File: src/rtl/mips_multicycle_control.sv
// mips_multicycle_control: Moore control FSM sequencing the multicycle MIPS datapath.
// Define MIPS_CTRL_ILLEGAL_OP_TRAP_EN to make illegal instructions trap until Reset instead of being skipped.
module mips_multicycle_control #(
   parameter int MEM_WAIT = 2
) (
   input  logic       Clk,
   input  logic       Reset,
   input  logic [5:0] Operation,
   input  logic [5:0] Funct,
   input  logic       ALU_zero,
   output logic       pc_reset,
   output logic       instReg_reset,
   output logic       a_reset,
   output logic       b_reset,
   output logic       ALUout_reset,
   output logic       PCWrite,
   output logic       PCWriteCond,
   output logic       pc_load,
   output logic       IorD,
   output logic       MemRead,
   output logic       MemWrite,
   output logic       IRWrite,
   output logic       a_load,
   output logic       b_load,
   output logic       ALUout_load,
   output logic       ALUSrcA,
   output logic [1:0] ALUSrcB,
   output logic [2:0] ALU_select,
   output logic [1:0] PCSource,
   output logic       RegDst,
   output logic       MemtoReg,
   output logic       RegWrite,
   output logic       trap,
   output logic [3:0] state_dbg
);
   localparam int WW = $clog2(MEM_WAIT) + 1;
   typedef enum logic [3:0] {
      RST, FETCH, DECODE, R_EX, R_WB, MEM_ADR, MEM_RD, LW_WB,
      MEM_WR, ADDI_EX, ADDI_WB, BRANCH, JUMP, ILLEGAL
   } state_t;
   state_t state, state_n;
   logic [WW-1:0] wcnt;
   logic wait_done;
   logic [2:0] alu_f;
   logic funct_ok;
   assign wait_done = wcnt == WW'(MEM_WAIT - 1);
   assign alu_f = Funct == 6'h20 ? 3'b001 :
                  Funct == 6'h22 ? 3'b010 :
                  Funct == 6'h24 ? 3'b011 :
                  Funct == 6'h26 ? 3'b110 : 3'b000;
   assign funct_ok = alu_f != 3'b000;
   // opcode bit 0 separates BNE (05) from BEQ (04)
   assign pc_load = PCWrite | (PCWriteCond & (ALU_zero ^ Operation[0]));
   assign state_dbg = state;
   always_ff @(posedge Clk) begin
      if (Reset) begin
         state <= RST;
         wcnt  <= '0;
      end else begin
         state <= state_n;
         wcnt  <= (state_n == state && (state == FETCH || state == MEM_RD)) ? wcnt + WW'(1) : '0;
      end
   end
   always_comb begin
      state_n = RST;
      case (state)
         RST:     state_n = FETCH;
         FETCH:   state_n = wait_done ? DECODE : FETCH;
         DECODE:  state_n = Operation == 6'h00 ? R_EX :
                            (Operation == 6'h23 || Operation == 6'h2B) ? MEM_ADR :
                            (Operation == 6'h04 || Operation == 6'h05) ? BRANCH :
                            Operation == 6'h08 ? ADDI_EX :
                            Operation == 6'h02 ? JUMP : ILLEGAL;
         R_EX:    state_n = funct_ok ? R_WB : ILLEGAL;
         MEM_ADR: state_n = Operation == 6'h23 ? MEM_RD : MEM_WR;
         MEM_RD:  state_n = wait_done ? LW_WB : MEM_RD;
         ADDI_EX: state_n = ADDI_WB;
         R_WB, LW_WB, MEM_WR, ADDI_WB, BRANCH, JUMP: state_n = FETCH;
`ifdef MIPS_CTRL_ILLEGAL_OP_TRAP_EN
         ILLEGAL: state_n = ILLEGAL;
`else
         ILLEGAL: state_n = FETCH;
`endif
         default: state_n = RST;
      endcase
   end
   always_comb begin
      {pc_reset, instReg_reset, a_reset, b_reset, ALUout_reset} = '0;
      {PCWrite, PCWriteCond, IorD, MemRead, MemWrite, IRWrite} = '0;
      {a_load, b_load, ALUout_load, ALUSrcA} = '0;
      ALUSrcB    = 2'b00;
      ALU_select = 3'b000;
      PCSource   = 2'b00;
      {RegDst, MemtoReg, RegWrite, trap} = '0;
      case (state)
         RST: {pc_reset, instReg_reset, a_reset, b_reset, ALUout_reset} = '1;
         FETCH: begin
            MemRead = 1'b1;
            if (wait_done) begin
               {IRWrite, PCWrite} = '1;
               ALUSrcB    = 2'b01;
               ALU_select = 3'b001;
            end
         end
         DECODE: begin
            {a_load, b_load, ALUout_load} = '1;
            ALUSrcB    = 2'b11;
            ALU_select = 3'b001;
         end
         R_EX: begin
            {ALUSrcA, ALUout_load} = '1;
            ALU_select = alu_f;
         end
         R_WB: {RegDst, RegWrite} = '1;
         MEM_ADR, ADDI_EX: begin
            {ALUSrcA, ALUout_load} = '1;
            ALUSrcB    = 2'b10;
            ALU_select = 3'b001;
         end
         MEM_RD:  {IorD, MemRead} = '1;
         LW_WB:   {MemtoReg, RegWrite} = '1;
         MEM_WR:  {IorD, MemWrite} = '1;
         ADDI_WB: RegWrite = 1'b1;
         BRANCH: begin
            {ALUSrcA, PCWriteCond} = '1;
            ALU_select = 3'b010;
            PCSource   = 2'b01;
         end
         JUMP: begin
            PCWrite  = 1'b1;
            PCSource = 2'b10;
         end
`ifdef MIPS_CTRL_ILLEGAL_OP_TRAP_EN
         ILLEGAL: trap = 1'b1;
`endif
         default: ;
      endcase
   end
endmodule
File: config.mk
export PLATFORM = sky130hd
export DESIGN_NAME = mips_multicycle_control
export DESIGN_NICKNAME = d
export VERILOG_FILES = /design/src/rtl/mips_multicycle_control.sv
export SDC_FILE = /design/constraint.sdc
export NUM_CORES = 1
export LEC_CHECK = 0
export ABC_CLOCK_PERIOD_IN_PS = 2500
export CELL_PAD_IN_SITES_DETAIL_PLACEMENT = 1
export CELL_PAD_IN_SITES_GLOBAL_PLACEMENT = 1
export CORE_MARGIN = 3
export CORE_UTILIZATION = 27
export CTS_CLUSTER_DIAMETER = 30
export DETAILED_ROUTE_END_ITERATION = 6
export PLACE_DENSITY_LB_ADDON = 0.1
export SLEW_MARGIN = 20
export SYNTH_ARGS = -nofsm -noshare
export SYNTH_HDL_FRONTEND = slang
export SYNTH_SLANG_ARGS = --single-unit
File: constraint.sdc
create_clock -name Clk -period 2.5 [get_ports Clk]
set_input_delay 0.5 -clock Clk [delete_from_list [all_inputs] [get_ports Clk]]
set_output_delay 0.5 -clock Clk [all_outputs]
set_load 0.02 [all_outputs]
==> results of run 1 <==
## flip-flops by register name (all words and copies together), names as in the netlist
signal     count
state_dbg      4
wcnt           2
## cell usage after synthesis (all sizes together) (2+ instances only)
cell type	instances	area, µm²
a21oi	9	45.0
a31oi	2	12.5
and3	2	12.5
buf	13	88.8
clkbuf	2	7.51
dfxtp	6	120
inv	4	15.0
mux2i	3	30.0
nand2	6	22.5
nand2b	5	31.3
nand3	3	15.0
nand3b	3	22.5
nor2	16	60.1
nor2b	2	12.5
nor3	9	50.1
o21ai	4	20.0
o22ai	3	18.8
o31ai	3	22.5
or2	2	12.5
or3	3	18.8
xor2	2	17.5
## layout make-up
type	count	area (µm²)	area share
Multi-Input combinational cell	94	623	0.460
Timing Repair Buffer	57	532	0.392
Sequential cell	6	124	0.0914
Tap cell	31	38.8	0.0286
Clock buffer	3	22.5	0.0166
Inverter	4	15.0	0.0111
## worst paths after layout
path,startpoint,end,slack (ns),depth (start not counted)
worst min-delay path,wcnt[0]$_SDFF_PP0_,wcnt[0]$_SDFF_PP0_,0.57,3
worst min register to register,wcnt[0]$_SDFF_PP0_,wcnt[0]$_SDFF_PP0_,0.57,3
worst max-delay path,state_dbg[2]$_SDFF_PP0_,pc_load,0.11,5
worst max register to register,state_dbg[0]$_SDFF_PP0_,wcnt[0]$_SDFF_PP0_,0.67,5
## worst max-delay path, cell delays in order (launching register included)
cell and delay, ns:
dfxtp_2 0.38, nand2_1 0.10, or2_2 0.27, a21oi_1 0.20
a21o_1 0.10, clkdlybuf4s50_1 0.59
## kinds of logic (layout without fill, tap and decap cells)
group / count (synthesis) / in the layout / share of synthesized area
other: 1 / 1 / 0.00454
adders and majority gates: 1 / 1 / 0.0151
DFF: 6 / 6 / 0.145
xor gates and xnor gates: 2 / 2 / 0.0212
and+or+nand+nor: 57 / 57 / 0.382
muxes: 4 / 4 / 0.0545
buffers and inverters: 19 / 64 / 0.135
AOI/OAI and AO/OA: 29 / 29 / 0.242
## metal layers
layer,global-route usage,vias up,routed length (µm)
met3,0.0419,0,150
li1,-,507,-
met2,0.301,32,1410
met5,0,-,0
met1,0.203,488,1310
met4,0,0,0
## power by group through the flow
stage	registers, µW	clock network (µW)	logic [µW]
floorplan	108	0	100
CTS	106	92.4	176
global route	108	99.0	193
finish	107	87.7	178
detailed placement	108	0	178
global placement	108	0	175
## per-stage QoR
step	cell area, µm²	TNS (ns)	total power (µW)	hold WS [ns]	setup slack (ns)
after floorplan	832	0	208	0.512	0.238
after global placement	1310	-0.975	283	0.539	-0.380
after detailed placement	1310	-0.967	285	0.556	-0.381
after CTS	1340	-0.0680	375	0.566	-0.0680
after global routing	1360	0	400	0.623	0.00157
final	1360	0	373	0.569	0.108
## what timing repair did
item,4_1_cts,5_1_grt
buffers inserted,0,0
setup endpoints to repair,5,11
hold buffers,0,0
gates resized for setup,8,18
==> flow_summary_export.csv, run 1 <==
group,metric,value,unit
synth,syn_avg_cell_area,6.94,µm²
power,pwr-share-clk,0.235,
power,p_leak,0.000585,µW
drt,drt_iter0_markers,26,
drt,wl_per_cell,14.7,µm
setup_path,crit_fanout,6,
timing,fin_crit,2.39,ns
clock_tree,clk_latency,0.24,ns
layout,final_common_cell,"clkdlybuf4s50_1",
clock_tree,cts.reportedPaths.clkPinSlew,0.04,ns
synth,synth.distinct_cells,41,
timing,hold_viol,0,
setup_path,crit_arrival,1.89,ns
run,maxCapViolCount,0,
synth,netlist_instances,119,
power,internal_power,244,µW
setup_path,crit_type,"reg2out",
timing,maxSlewViolCount,0,
synth,netlist_area,826,µm²
global_route,grt-ovfl-total,0,
timing,setup_viol,0,
status,status,"finished clean",
timing,clock_skew,0.00221,ns
drt,drt-total-wl,2.87,mm
power,p_per_area,275,nW/µm²
synth,ys_warn_count,0,
floorplan,die_area,3760,µm²
floorplan,die_y,61.3,µm
clock_tree,cts_tree,"yes",
synth,synth-edff-count,0,
floorplan,core,2830,µm²
global_route,gr-usage-all-layers,0.163,
drt,dr.pass1.iters,5,
clock_tree,cts_sinks,6,
floorplan,rows,19,
drt,drc,0,
drt,num_vias,1027,
global_route,grt_pass1_vias,1037,
layout,final_cell_mix,"clkdlybuf4s50_1 (37), nor2_1 (14), buf_4 (14), a21oi_1 (9), nor3_1 (8)",
placed_design,dp_hpwl,2.31,mm
setup_path,start_kind,"flip-flop",
global_route,grt_max_degree,16,
layout,drive_gt1_frac,0.220,
power,ir_worst_vdd,166,µV
power,pwr-share-seq,0.287,
layout,syn2layout_area_growth,64.1,%
drt,ant_nets,0,
placed_design,gp_congestion,0.818,
power,switching_share,0.347,
worst_hold_path,hold_class,"reg2reg",
clock_tree,htreeDepth,1,
synth,ys.flop_type,"dfxtp_1",
placed_design,placed_cells,192,
layout,final_util,0.479,
synth,async_reset_ff_frac,0,
setup_path,crit_required,2.00,ns
global_route,grt_pass1_wl,4.69,mm
layout,nets,182,
power,p_comb_frac,0.478,
layout,final-instance-count-excl-fill,195,
synth,synth_seq_cells,6,
floorplan,io_pins,46,
floorplan,start_util,0.292,
placed_design,port_buffers,44,
power,power_switching,129,µW
timing,fmax,0.418,GHz
timing,fin_crit_sh,0.957,
synth,synth_seq_area_share,0.145,
synth,syn_nets,135,
timing,rsz0062_at_grt,"false",
drt,vias_per_cell,5.27,
clock_tree,cts_buffers,3,
setup_path,worstSetupEndpointType,"primary output",
clock_tree,cts_buffer_depth,2,
floorplan,die_w,61.3,µm
global_route,antenna_found_initial,0,
clock_tree,root_buffer,"clkbuf_4",
layout,fill_cells,363,
layout,antenna_cells,0,
No activity file was read; power rests on OpenSTA's default activity.
==> inputs of run 2 (changes only) <==
--- a/config.mk
+++ b/config.mk
@@ -13,6 +13,7 @@
 export CTS_CLUSTER_DIAMETER = 30
 export DETAILED_ROUTE_END_ITERATION = 6
 export PLACE_DENSITY_LB_ADDON = 0.1
+export SKIP_LAST_GASP = 1
 export SLEW_MARGIN = 20
 export SYNTH_ARGS = -nofsm -noshare
 export SYNTH_HDL_FRONTEND = slang
==> run 2 against run 1 <==
Compared with the run above:
- global-route usage unchanged
- first-iteration DRC count is 7.7% higher
- clock power barely moved
- critical path depth stayed put
- die area is the same
- non-clock buffer count is the same
- clock skew is essentially flat
- cell count stayed put
- wire length fell by 0.35%
==> flow_summary_export.csv, run 2 (synthesis results as in run 1) <==
group,metric,value,unit
status,status,"finished clean",
setup_path,crit_arrival,1.89,ns
drt,dr.pass1.iters,4,
layout,syn2layout_area_growth,63.0,%
drt,ant_nets,0,
floorplan,io_pins,46,
layout,multi_input_area,617,µm²
clock_tree,cts.reportedPaths.clkPinSlew,0.04,ns
timing,hold_viol,0,
placed_design,gp_congestion,0.818,
floorplan,die_w,61.3,µm
global_route,antenna_found_initial,0,
clock_tree,root_buffer,"clkbuf_4",
drt,num_vias,1023,
worst_hold_path,hold_class,"reg2reg",
power,p_per_area,276,nW/µm²
floorplan,die_area,3760,µm²
clock_tree,cts_sinks,6,
run,maxCapViolCount,0,
placed_design,dp_hpwl,2.31,mm
layout,fill_cells,365,
clock_tree,htreeDepth,1,
timing,maxSlewViolCount,0,
layout,largest_reg_flops,4,
clock_tree,postCtsHoldBufs,0,
global_route,gr-usage-all-layers,0.163,
timing,fin_crit,2.39,ns
floorplan,core,2830,µm²
layout,final_common_cell,"clkdlybuf4s50_1",
timing,fin_tns_setup,0,ns
global_route,grt-ovfl-total,0,
power,ir_worst_vdd,166,µV
timing,rsz0062_at_grt,"true",
global_route,grt_pass1_vias,1037,
timing,setup_viol,0,
setup_path,cp_slowest_cell,"clkdlybuf4s50_1",
drt,drt-total-wl,2.86,mm
clock_tree,cts_buffers,3,
setup_path,crit_type,"reg2out",
clock_tree,cts_tree,"yes",
layout,antenna_cells,0,
timing,clock_skew,0.00228,ns
floorplan,rows,19,
drt,drc,0,
floorplan,start_util,0.292,
drt,wl_per_cell,14.7,µm
setup_path,crit_path_max_incr_delay,0.59,ns
drt,vias_per_cell,5.25,
layout,nets,182,
drt,drt_iter0_markers,28,
timing,hold_slack,0.568,ns
setup_path,crit_fanout,6,
global_route,grt_max_degree,16,
layout,final_cell_mix,"clkdlybuf4s50_1 (37), nor2_1 (14), buf_4 (13), a21oi_1 (9), nor3_1 (8)",
timing,fmax,0.418,GHz
setup_path,crit_chain,"nand2_1 -> or2_2 -> a21oi_1 -> a21o_1 -> clkdlybuf4s50_1",
global_route,grt_pass1_wl,4.69,mm
clock_tree,cts_buffer_depth,2,
setup_path,crit_required,2.00,ns
layout,seq_area,124,µm²
setup_path,worstSetupEndpointType,"primary output",
clock_tree,clk_latency,0.24,ns
floorplan,die_y,61.3,µm
layout,drive_gt1_frac,0.213,
power,p_leak,0.000583,µW
layout,final_util,0.476,
setup_path,start_kind,"flip-flop",
power,p_total,371,µW
placed_design,port_buffers,44,
timing,fin_crit_sh,0.956,
[run 2: changes by cell type in the layout (fill, tap and decap cells not counted)]
cell and delta:
o221ai_2 -1, clkbuf_2 +1, buf_4 -1, o221ai_1 +1
[run 2: power breakdown]
| group | internal (µW) | switching [µW] | total (µW) |
|---|---|---|---|
| Clock | 54.2 | 33.5 | 87.7 |
| Sequential | 100 | 6.64 | 107 |
| Combinational | 88.0 | 88.3 | 176 |
| Total | 242 | 128 | 371 |
[run 2: cell type report]
class,instances,area share
Multi-Input combinational cell,94,0.458
Timing Repair Buffer,57,0.393
Sequential cell,6,0.0920
Tap cell,31,0.0288
Clock buffer,3,0.0167
Inverter,4,0.0112
[run 2: final timing paths]
check                          startpoint            endpoint  slack [ns]  cells past startpoint
setup / recovery  state_dbg[2]$_SDFF_PP0_             pc_load        0.11                      5
hold / removal         wcnt[0]$_SDFF_PP0_  wcnt[0]$_SDFF_PP0_        0.57                      3
setup reg to reg  state_dbg[0]$_SDFF_PP0_  wcnt[0]$_SDFF_PP0_        0.68                      5
hold reg to reg        wcnt[0]$_SDFF_PP0_  wcnt[0]$_SDFF_PP0_        0.57                      3
[run 2: per-stage QoR]
| step | setup WS (ns) | cells | area [µm²] |
|---|---|---|---|
| after global placement | -0.380 | 192 | 1310 |
| after floorplan | 0.238 | 119 | 832 |
| final | 0.109 | 195 | 1350 |
| after global routing | -0.0233 | 195 | 1350 |
| after CTS | -0.0872 | 195 | 1330 |
| after detailed placement | -0.381 | 192 | 1310 |
[run 2: metal layers]
layer / GRT usage / up-vias / part of all wire
li1: - / 506 / -
met1: 0.203 / 476 / 0.45
met2: 0.301 / 41 / 0.49
met3: 0.0419 / 0 / 0.058
met4: 0 / 0 / 0
met5: 0 / - / 0
[run 2: critical path: cells and delay by family, from the launching register on]
family | cells | cell delay, ns
buf+inv | 1 | 0.59
flops | 1 | 0.38
simple gates | 2 | 0.37
compound gates | 2 | 0.30
[run 2: timing repair]
item,in CTS,in global routing
resized for setup,7,16
endpoints found under the setup margin,5,11
buffers inserted,0,0
pin swaps,0,0
==> variant (config.mk and constraints of run 2) <==
Reset style: asynchronous (`Reset`), changed in one clocked block.
--- a/src/rtl/mips_multicycle_control.sv
+++ b/src/rtl/mips_multicycle_control.sv
@@ -53,5 +53,5 @@
    assign pc_load = PCWrite | (PCWriteCond & (ALU_zero ^ Operation[0]));
    assign state_dbg = state;
-   always_ff @(posedge Clk) begin
+   always_ff @(posedge Clk or posedge Reset) begin
       if (Reset) begin
          state <= RST;
Formal check against the unedited RTL: differs if Reset is asserted again (counterexample within 4 cycles, from zero or initial values and one cycle with Reset high); with Reset held inactive, the same outputs for 10 cycles.
==> variant against run 2 <==
Die area down 1.5%. Critical path type unchanged. Design area is essentially flat. Setup slack lost 0.055 ns. Fmax shrank 2.3%. Area after synthesis down 1.7%. Sequential cell count is the same. Routed wire length down 1.1%. Clock skew decreased by 0.0011 ns. Final cell count shrank 1.0%. Synthesized cell count fell by 3.4%.
Power is left out: it rests on default switching activity, and per cell area and clock period it moved more than threefold.
==> variant: results (changes against run 2) <==
stage;metric;value;unit;change
final_layout;Nets;180;;-1.1%
sta;Worst Skew;0.00123;ns;-0.00105 ns
logic_synthesis;ys async rst share;1.00;;+1.00
drt;Via-to-Cell Ratio;5.36;;+2.1%
global_route;largest net degree at the start of global routing;14;;-2
placed_design;gpl congestion;0.820;;+0.31%
cts;clock-pin transition on the worst setup and hold timing paths;0.04;ns;about the same
logic_synthesis;ranking of synthesized cells by area;dfrtp_1 18%, buf_4 6.5%, nor2_1 5.1%, nand2_1 4.2%, inv_1 3.7%;;
logic_synthesis;xor/xnor share of the synthesized area;0.0108;;-0.0104
logic_synthesis;multiplexer share of the synthesized area;0.0123;;-0.0422
placed_design;dpl hpwl;2320;microns;+0.52%
logic_synthesis;adder-cell area share of the yosys netlist;0.0154;;+0.000257
worst_setup_path;worst-path fanout max;10;;+4
worst_setup_path;CP Launch Point;state_dbg[3]$_DFF_PP0_;;
global_route;first-pass GRT wire length;4440;microns;-5.5%
logic_synthesis;top cells by count, synth;11 x nor2_1, 9 x nand2_1, 8 x inv_1, 7 x buf_4, 6 x dfrtp_1;;
logic_synthesis;yosys synthesis warning count;0;;unchanged
cts;Longest Clk Path Bufs;2;;unchanged
logic_synthesis;Top FF cell, synth;dfrtp_1;;
worst_setup_path;CP arrival;1.95;ns;+0.06 ns
worst_setup_path;origin of the critical flop-to-flop path;state_dbg[1]$_DFF_PP0_;;
worst_hold_path;Hold/Removal Path Class;in2async;;
logic_synthesis;Compound-Gate Fraction of Synth Area;0.262;;+0.0195
final_layout;Fill cells;348;;-4.7%
drt;1st-iter DRT viols;17;;-39%
placed_design;Post-Place Worst Slack;-0.335;ns;+0.0458 ns
outcome;status;completed;;
drt;Routed WL per cell;14.6;microns;about the same
global_route;GRT Overall Usage;0.158;;-0.00590
logic_synthesis;syn nets;131;;-3.0%
final_layout;layout cell share with drive strength beyond 1;0.216;;+0.00263
worst_setup_path;critical path's slowest cell;clkdlybuf4s50_1;;
cts;CTS Root Cell;clkbuf_4;;
logic_synthesis;sequential share of the synthesized area;0.185;;+0.0394
logic_synthesis;Synth cell types;44;;+7.3%
==> variant: cell count changes after synthesis, moves of 4 or more <==
cell | run 2 | this run
nor2_1 | 16 | 11
inv_1 | 4 | 8
dfxtp_1 | 6 | 0
a21oi_1 | 9 | 5
dfrtp_1 | 0 | 6
==> variant: final timing paths <==
kind,to,slack [ns]
setup / recovery,ALUout_load,0.05
hold / removal,wcnt[1]$_DFF_PP0_,0.49
setup reg to reg,wcnt[0]$_DFF_PP0_,0.95
hold reg to reg,wcnt[0]$_DFF_PP0_,0.53
max in group asynchronous,state_dbg[2]$_DFF_PP0_,1.80
min in group Clk,wcnt[0]$_DFF_PP0_,0.53
==> variant: stage by stage <==
stage	std cells	utilization	hold slack [ns]	TNS, ns	instance area [sq um]
after CTS	192	0.475	0.488	-0.0347	1330
after global routing	193	0.479	0.520	-0.00505	1350
after detailed placement	189	0.467	0.523	-0.913	1310
after global placement	189	0.467	0.486	-0.811	1310
after floorplan	115	-	0.291	0	818
final	193	0.479	0.491	0	1350
==> variant: repair_timing <==
action                     CTS  global route
setup endpoints to repair   18            11
gates resized for setup     17            10
buffers inserted             0             1
==> variant: cells by family after synthesis <==
family | Yosys count
flip-flops | 6
AND/OR/NAND/NOR | 51
XOR/XNOR | 1
adder cells (fa/ha/maj) | 1
buffers and inverters | 24
other | 1
AO/OA/AOI/OAI | 30
multiplexers | 1
==> variant: cell type report <==
| type | instances | area, sq um | share of cell area |
|---|---|---|---|
| inverter | 8 | 30.0 | 0.0223 |
| timing repair buffer | 60 | 546 | 0.406 |
| multi-input combinational | 85 | 553 | 0.411 |
| tap | 31 | 38.8 | 0.0288 |
| clock buffer | 3 | 22.5 | 0.0167 |
| sequential | 6 | 155 | 0.115 |
==> variant: routing by layer <==
metal / share of wire / up-vias / routed length [microns] / track usage
li1: - / 508 / - / -
met3: 0.051 / 4 / 145 / 0.0298
met4: 0.0088 / 0 / 25 / 0.0464
met1: 0.43 / 487 / 1200 / 0.184
met5: 0 / - / 0 / 0
met2: 0.51 / 35 / 1450 / 0.289
==> variant: worst max-delay path, delay by kind of cell (launching register included) <==
kind / cells / cell delay [ns]
compound gates: 1 / 0.30
simple gates: 2 / 0.33
buf+inv: 1 / 0.60
flops: 1 / 0.48
